--- src/rtl/sha256_pkg.sv ---
// Shared types and constants for the SHA-256 message padder.
// Combinational definitions only; no latency, no backpressure.
// Imported by the padder top and its block buffer.
package sha256_pkg;

    localparam int BLK_W     = 512;
    localparam int LEN_W     = 64;
    localparam int BLK_BYTES = BLK_W / 8;
    localparam int BIDX_W    = 6;
    // One extra bit so the index can express "all 64 bytes used".
    localparam int IDX_W     = BIDX_W + 1;
    localparam int CNT_W     = LEN_W - 3;

    localparam logic [7:0] PAD_BYTE = 8'h80;

    typedef enum logic [1:0] {
        ST_FILL,
        ST_PAD,
        ST_SEND,
        ST_EXTRA
    } state_t;

    typedef enum logic [1:0] {
        AFT_FILL,
        AFT_EXTRA,
        AFT_DONE
    } after_t;

    typedef struct packed {
        logic              en;
        logic [BIDX_W-1:0] idx;
        logic [7:0]        dat;
    } byte_wr_t;

    function automatic logic [LEN_W-1:0] bit_len(input logic [CNT_W-1:0] nbytes);
        return {nbytes, 3'b000};
    endfunction

endpackage

--- src/rtl/sha256_block_buf.sv ---
// 64-byte block register: one byte write per cycle, length-field write, sync clear.
// Writes are visible on data the cycle after they are requested.
// No handshake; the owner must only write when the block is not being presented.
module sha256_block_buf
    import sha256_pkg::*;
(
    input  logic             clk_i,
    input  logic             rst_ni,
    input  logic             clr,
    input  byte_wr_t         byte_wr,
    input  logic             len_wr,
    input  logic [LEN_W-1:0] len_val,
    output logic [BLK_W-1:0] data
);

    logic [BLK_W-1:0] data_q;

    always_ff @(posedge clk_i) begin
        if (!rst_ni) begin
            data_q <= '0;
        end else if (clr) begin
            data_q <= '0;
        end else begin
            for (int i = 0; i < BLK_BYTES; i++) begin
                if (byte_wr.en && byte_wr.idx == BIDX_W'(i)) begin
                    data_q[BLK_W-1-8*i -: 8] <= byte_wr.dat;
                end
            end
            // Length occupies bytes 56..63 and is never written together with those bytes.
            if (len_wr) begin
                data_q[LEN_W-1:0] <= len_val;
            end
        end
    end

    assign data = data_q;

endmodule

--- src/rtl/sha256_padder.sv ---
// Byte-stream to padded 512-bit block front end for the sha256 core.
// Last byte to blk_valid: 2 cycles; full mid-message block: 1 cycle; extra block: 2 cycles after prior transfer.
// in_ready drops while a block is pending; blk_data/blk_new hold until blk_ready.
module sha256_padder
    import sha256_pkg::*;
(
    input  logic             clk_i,
    input  logic             rst_ni,
    input  logic             in_valid,
    input  logic [7:0]       in_data,
    input  logic             in_last,
    output logic             in_ready,
    output logic             blk_valid,
    output logic [BLK_W-1:0] blk_data,
    output logic             blk_new,
    input  logic             blk_ready
);

    state_t           state, state_n;
    after_t           after, after_n;
    logic [IDX_W-1:0] idx, idx_n;
    logic [CNT_W-1:0] len, len_n;
    logic             first, first_n;
    logic             mark, mark_n;

    byte_wr_t         byte_wr;
    logic             clr;
    logic             len_wr;
    logic             take;
    logic             xfer;

    assign take = in_valid && in_ready;
    assign xfer = blk_valid && blk_ready;

    always_ff @(posedge clk_i) begin
        if (!rst_ni) begin
            state     <= ST_FILL;
            after     <= AFT_FILL;
            idx       <= '0;
            len       <= '0;
            first     <= 1'b1;
            mark      <= 1'b0;
            in_ready  <= 1'b0;
            blk_valid <= 1'b0;
            blk_new   <= 1'b0;
        end else begin
            state     <= state_n;
            after     <= after_n;
            idx       <= idx_n;
            len       <= len_n;
            first     <= first_n;
            mark      <= mark_n;
            in_ready  <= (state_n == ST_FILL);
            blk_valid <= (state_n == ST_SEND);
            blk_new   <= first_n;
        end
    end

    always_comb begin
        state_n = state;
        after_n = after;
        idx_n   = idx;
        len_n   = len;
        first_n = first;
        mark_n  = mark;
        byte_wr = '0;
        clr     = 1'b0;
        len_wr  = 1'b0;

        case (state)
            ST_FILL: begin
                if (take) begin
                    byte_wr = '{en: 1'b1, idx: idx[BIDX_W-1:0], dat: in_data};
                    idx_n   = idx + IDX_W'(1);
                    len_n   = len + CNT_W'(1);
                    if (in_last) begin
                        state_n = ST_PAD;
                    end else if (idx == IDX_W'(63)) begin
                        state_n = ST_SEND;
                        after_n = AFT_FILL;
                    end
                end
            end

            // idx now holds the number of bytes used in this block (1..64).
            ST_PAD: begin
                state_n = ST_SEND;
                if (idx <= IDX_W'(55)) begin
                    byte_wr = '{en: 1'b1, idx: idx[BIDX_W-1:0], dat: PAD_BYTE};
                    len_wr  = 1'b1;
                    after_n = AFT_DONE;
                end else if (idx <= IDX_W'(63)) begin
                    byte_wr = '{en: 1'b1, idx: idx[BIDX_W-1:0], dat: PAD_BYTE};
                    after_n = AFT_EXTRA;
                    mark_n  = 1'b1;
                end else begin
                    after_n = AFT_EXTRA;
                    mark_n  = 1'b0;
                end
            end

            ST_SEND: begin
                if (xfer) begin
                    clr     = 1'b1;
                    first_n = 1'b0;
                    case (after)
                        AFT_FILL: begin
                            state_n = ST_FILL;
                            idx_n   = '0;
                        end
                        AFT_EXTRA: begin
                            state_n = ST_EXTRA;
                        end
                        default: begin
                            state_n = ST_FILL;
                            idx_n   = '0;
                            len_n   = '0;
                            first_n = 1'b1;
                        end
                    endcase
                end
            end

            // Buffer was cleared on the previous transfer; only byte 0 and the length remain.
            ST_EXTRA: begin
                byte_wr = '{en: 1'b1, idx: '0, dat: (mark ? 8'h00 : PAD_BYTE)};
                len_wr  = 1'b1;
                after_n = AFT_DONE;
                state_n = ST_SEND;
            end

            default: begin
                state_n = ST_FILL;
            end
        endcase
    end

    sha256_block_buf u_buf (
        .clk_i   (clk_i),
        .rst_ni  (rst_ni),
        .clr     (clr),
        .byte_wr (byte_wr),
        .len_wr  (len_wr),
        .len_val (bit_len(len)),
        .data    (blk_data)
    );

endmodule

--- config.mk ---
export PLATFORM = sky130hd
export DESIGN_NAME = sha256_padder
export DESIGN_NICKNAME = d
export VERILOG_FILES = /design/src/rtl/sha256_pkg.sv /design/src/rtl/sha256_block_buf.sv /design/src/rtl/sha256_padder.sv
export SDC_FILE = /design/constraint.sdc
export NUM_CORES = 1
export LEC_CHECK = 0
export BUFFER_PORTS_ARGS = -buffer_cell sky130_fd_sc_hd__buf_2
export CAP_MARGIN = 20
export CORE_MARGIN = 2
export CORE_UTILIZATION = 45
export CTS_CLUSTER_DIAMETER = 120
export DETAILED_ROUTE_END_ITERATION = 8
export GPL_TIMING_DRIVEN = 0
export PLACE_DENSITY = 0.66
export SKIP_LAST_GASP = 1
export SLEW_MARGIN = 20
export SYNTH_ARGS = -nofsm -noshare
export SYNTH_HDL_FRONTEND = slang
export SYNTH_SLANG_ARGS = --single-unit
--- constraint.sdc ---
create_clock -name clk_i -period 4.4 [get_ports clk_i]
set_input_delay 0.22 -clock clk_i [delete_from_list [all_inputs] [get_ports clk_i]]
set_output_delay 0.22 -clock clk_i [all_outputs]
set_load 0.05 [all_outputs]
# Word-level counts from Yosys, hierarchy flattened
# Index checks and enable logic that the tools add are counted.
# totals
register_bits	589
inputBits	13
wordCells	284
# op_classes
add_sub_neg	2
n_lt_le_gt_ge	2
eq_ne	75
n_mux	41
n_bitwise	2
n_reduce_logical	88
# ops
op	count
equality test 6 bit, second input constant	32
two-way mux 61 bit	3
case mux 61 bit (2 select lines)	1
equality test 6 x 5 -> 1 bit, second input constant	16
two-way mux 8 bit	9
logical AND 1 bit	66
two-way mux 64 bit	1
adder 61 x 1 -> 61 bit, second input constant	1
equality test 6 x 4 -> 1 bit, second input constant	8
two-way mux 15 bit	3
case mux 15 bit (3 select lines)	1
equality test 6 x 3 -> 1 bit, second input constant	4
two-way mux 7 bit	3
two-way mux 2 bit	9
nonzero test 2 bit	9
<= comparator 7 x 6 -> 1 bit, second input constant	2
case mux 7 bit (2 select lines)	1
equality test 6 x 2 -> 1 bit, second input constant	2
!= test 2 bit, second input constant	6
case mux 2 bit (3 select lines)	2
AND reduction 4 bit	3
adder 7 x 1 -> 7 bit, second input constant	1
equality test 7 x 6 -> 1 bit, second input constant	1
two-way mux 1 bit	7
11 further kinds	19

# Logic depth before layout (Yosys ltp)
# logic_depth
word_depth	8
depth_mapped	9
ltp_nobuf	6

# Hierarchy
# From an unflattened synthesis, not the netlist that was laid out.
# hier_totals
cells_unflattened	2991
area_unflattened_um2	24459.7
# modules_own_cells
mod	n_inst	cells_each	area_each_um2	seq_area_each_um2
sha256_block_buf	1	2515	20611.0	10249.8
sha256_padder	1	476	3848.7	1541.5

# Worst setup path after synthesis
# No wires, ideal clock.
# synth_path
path_kind	reg2reg
from	register in_ready
to	register len[57]
setup_ps	71
arrival_time_ps	2432
slack_ps	1897
stages_incl_launch_ff	8
path_buffers	2
synth_period_minus_slack_ps	2503
cell_sequence	dfxtp_1 nand4bb_1 clkbuf_1 a211o_1 or4_4 buf_6 or3_1 a21oi_1
# synth_via
elab_chain_cells	3
# synth_lines
item	line	rtl
start: declaration	sha256_padder.sv:12	output logic in_ready,
start signal: assignment	sha256_padder.sv:53	in_ready <= (state_n == ST_FILL);
logical AND 1 bit	sha256_padder.sv:32	assign take = in_valid && in_ready;
!= test 2 bit (no line)	--	
AND reduction 4 bit (no line)	--	
end signal: assignment	sha256_padder.sv:50	len <= len_n;
end: declaration	sha256_padder.sv:22	logic [CNT_W-1:0] len, len_n;
# No other way between the ends.
# A chain may end at the register's enable or synchronous reset.

# Worst setup path in the final report
# layout_path
from	register idx[2]
to	register u_buf.data_q[151], in the netlist u_buf.data[151]
# layout_via
elab_chain_cells	6
word_cells_on_any_way	8
classes_between	order compare: 2; eq/ne: 1; mux: 4; reduce/logical: 1
# layout_lines
item	line	rtl
start: declaration	sha256_padder.sv:21	logic [IDX_W-1:0] idx, idx_n;
start signal: assignment	sha256_padder.sv:49	idx <= idx_n;
<= comparator 7 x 6 -> 1 bit	sha256_padder.sv:92	end else if (idx <= IDX_W'(63)) begin
two-way mux 15 bit	sha256_padder.sv:92	
two-way mux 15 bit	sha256_padder.sv:88	if (idx <= IDX_W'(55)) begin
case mux 15 bit (3 select lines) (*)	sha256_padder.sv:70	case (state)
equality test 6 bit	sha256_block_buf.sv:25	if (byte_wr.en && byte_wr.idx == BIDX_W'(i)) begin
logical AND 1 bit	sha256_block_buf.sv:25	
end signal: indexed assignment	sha256_block_buf.sv:26	data_q[BLK_W-1-8*i -: 8] <= byte_wr.dat;
end signal: indexed assignment	sha256_block_buf.sv:31	data_q[LEN_W-1:0] <= len_val;
end: declaration	sha256_block_buf.sv:16	logic [BLK_W-1:0] data_q;
# Mark *: on every way between the ends. The rest lies on a longest branch, timed or not.

==> flow_summary.json <==
{
  "wl_per_cell_um": 22.85,
  "io_pins": 528,
  "worst_pin_slew_ns": 1.222,
  "synthTopCellsByArea": "dfxtp_1, mux2i_1, nor2_1, a21oi_1, clkbuf_1",
  "crit_fanout": 10,
  "finalHoldViolCount": 0,
  "dp.cells": 3630,
  "num_rows": 82,
  "grt_pass1_vias": 19980,
  "synth_warnings": 0,
  "crit_top_cell": "clkbuf_1",
  "ys_async_sr_fraction_pct": 0,
  "p_leak_nw": 11.91,
  "highest_layer": "met4",
  "drtPass1Iterations": 6,
  "slowest_stage": "clkbuf_1",
  "synthFlopType": "dfxtp_1",
  "synth_nets": 2444,
  "fp.dieH_um": 228.4,
  "multiInputGateArea_um2": 10140,
  "drc_errors": 0,
  "yosysTopAreaCell": "dfxtp_1",
  "drtIter0Drc": 1755,
  "syn_area_per_cell_um2": 9.325,
  "dr_wl_met3_mm": 7.799,
  "slew_viol_final": 0,
  "clkTransAtPathRegs_ns": 0.06,
  "setup_viol": 0,
  "status": "completed",
  "fp.coreArea_um2": 49970,
  "wirelength_mm": 85.55,
  "vias_per_cell": 5.532,
  "startpoint_type": "flop",
  "clock_tree.buffer_depth": 3,
  "synth_seq_cells": 589,
  "final.period_utilization_pct": 80.97,
  "start_util_pct": 45.33,
  "max_stage_delay_ns": 0.76,
  "synth_top_area_share_pct": 52.06,
  "clk-insertion-delay-late_ns": 0.63,
  "hold_path.class": "in -> reg",
  "synth_edf_count": 0,
  "dr_wl_met2_mm": 40.37,
  "clockRootBuffer": "clkbuf_16",
  "gp_congestion": 0.9351,
  "synthDistinctLibCells": 61,
  "peakVddDrop_mv": 0.3422,
  "worstSetupPathType": "reg -> reg",
  "fin_skew_ns": 0.03850,
  "grt_antenna_before_repair": 0,
  "grt_overflow": 0,
  "areaGrowthSynthToFinish_pct": 25.32,
  "met1Wirelength_mm": 33.79,
  "drive_gt1_share_pct": 22.07,
  "regArea_um2": 11790,
  "grt_max_degree": 16,
  "synthCells": 2429,
  "vias": 20710,
  "period_needed_ns": 3.563,
  "clock-sinks": 589,
  "rsz0062_at_grt": "no",
  "critPathArrivalTime_ns": 4.03,
  "cap_violations": 0,
  "finalSetupTns_ns": 0,
  "h-tree-depth": 2,
  "path_buf_inv": 3,
  "pwr_density_cell_nw_per_um2": 399.5,
  "die_x_um": 228.4,
  "fmax_ghz": 0.2807,
  "yosysSeqAreaShare_pct": 52.06,
  "hpwl_mm": 62.63,
  "grt_pass1_wl_mm": 126.7,
  "fill_cells": 4501,
  "die_area_um2": 52150,
  "fin_nets": 3038,
  "cp_cell_sequence": "clkbuf_1 -> nand4_1 -> nor3_1 -> o31a_1 -> clkbuf_1 -> clkbuf_1 -> a211oi_1",
  "tritoncts": "built",
  "gr-usage-all-layers_pct": 31.78,
  "final_cell_count_no_fill": 3744,
  "cts_setup_buffers": 0,
  "path_delay_family": "buffers and inverters",
  "ant_nets": 0,
  "synth_area_um2": 22650,
  "slew_headroom_pct": 18.54,
  "required_ns": 4.87,
  "io_buffers": 527,
  "cts_inserted_buffers": 59,
  "cp-end-kind": "flop",
  "antenna_cells": 0
}
-- metal layers --
layer  vias up  global-route usage (%)
li1       9594                       -
met1     10020                   38.92
met2       904                   53.19
met3       193                   8.745
met4         0                   12.28
met5         -                       0
-- timing repair --
item / in CTS / in global routing
hold buffers: 4 / 0
endpoints found under the hold margin: 4 / 0
resized for setup: 0 / 0
-- layout by cell type, fill, tap and decap left out, drive strengths merged, types with 6 or more instances in the layout --
cell type and count:
or4 11, buf 546, a21oi 147, clkinv 18, nand2 120, xnor2 22, xor2 6, bufinv 12
mux2i 349, a211oi 42, nor3 40, and4 6, o31ai 15, and2 21, a21boi 6, a22oi 54
or3 30, dfxtp 589, nor2 464, nor2b 15, nand3 116, nor4 14, nand4 23, inv 8
nand2b 7, o21ai 85, and3 12, clkbuf 250
-- registers in the layout (all words and copies together), names as in the netlist --
register and cells:
mark 1, first 1, u_buf.data 512, in_ready 1, after 2, len 61, blk_valid 1, blk_new 1
idx 7, state 2
-- kinds of logic (layout without fill, tap and decap cells) --
group                    after synthesis  count (layout)  synth area share, %
multiplexers                         349             349                15.42
AND/OR/NAND/NOR                      892             892                18.04
buffers and inverters                199             842                3.364
adder cells (fa/ha/maj)                2               2               0.1105
flip-flops                           589             589                52.06
XOR/XNOR                              28              28                1.083
AO/OA/AOI/OAI                        370             370                9.921
-- power breakdown --
group          switching [W]  internal, W  total, W
clock                0.00223      0.00336   0.00559
combinational       0.000336    0.0000678  0.000404
sequential        0.00000784      0.00534   0.00535
-- cell usage after synthesis (all sizes together), types with 2 or more instances --
library cell,number
o211ai,3
xor2,6
or3,30
inv,7
o21ai,85
ha,2
or4,11
dfxtp,589
and2,21
nor2,464
nand2b,7
o31ai,15
and4,6
nor4,14
nor2b,15
nor3,40
nand4,23
a21boi,6
a21oi,147
a22oi,54
a211oi,42
nand2,120
and3,12
xnor2,22
buf,17
a211o,4
or2,4
mux2i,349
nand3,116
clkbuf,174
o211a,3
-- final cells by class --
| type | count | share of cell area [%] |
|---|---|---|
| Sequential cell | 589 | 41.54 |
| Inverter | 8 | 0.1058 |
| Multi-Input combinational cell | 1641 | 35.74 |
| Clock buffer | 76 | 5.854 |
| Clock inverter | 34 | 1.745 |
| Timing Repair Buffer | 533 | 9.477 |
| Buffer | 191 | 2.579 |
| Tap cell | 672 | 2.962 |
-- tightest hold or removal path: stages --
cell     delay, ns
buf_2         0.15
a22oi_1       0.12
nor2b_1       0.11
-- final timing paths --
check,startpoint,end,slack (ns),cells past startpoint
worst max-delay path,idx[2],u_buf.data[151],0.84,7
worst max register to register,idx[2],u_buf.data[151],0.84,7
worst min-delay path,in_last,state[0],0.05,3
worst min register to register,u_buf.data[401],u_buf.data[401],0.45,2
-- through the flow --
step | hold WS, ns | cell area [um2] | total power (W) | setup slack (ns) | utilization [%]
2_1_floorplan | 0.4231 | 22650 | 0.005681 | 1.897 | -
3_3_place_gp | 0.4390 | 26130 | 0.005851 | 0.8955 | 52.29
3_5_place_dp | 0.4440 | 26160 | 0.005857 | 1.066 | 52.36
4_1_cts | 0.0005174 | 28360 | 0.01136 | 1.049 | 56.75
5_1_grt | 0.05266 | 28390 | 0.01161 | 0.7592 | 56.81
6_report | 0.05137 | 28390 | 0.01134 | 0.8374 | 56.81
No activity file was read; power rests on OpenSTA's default activity.
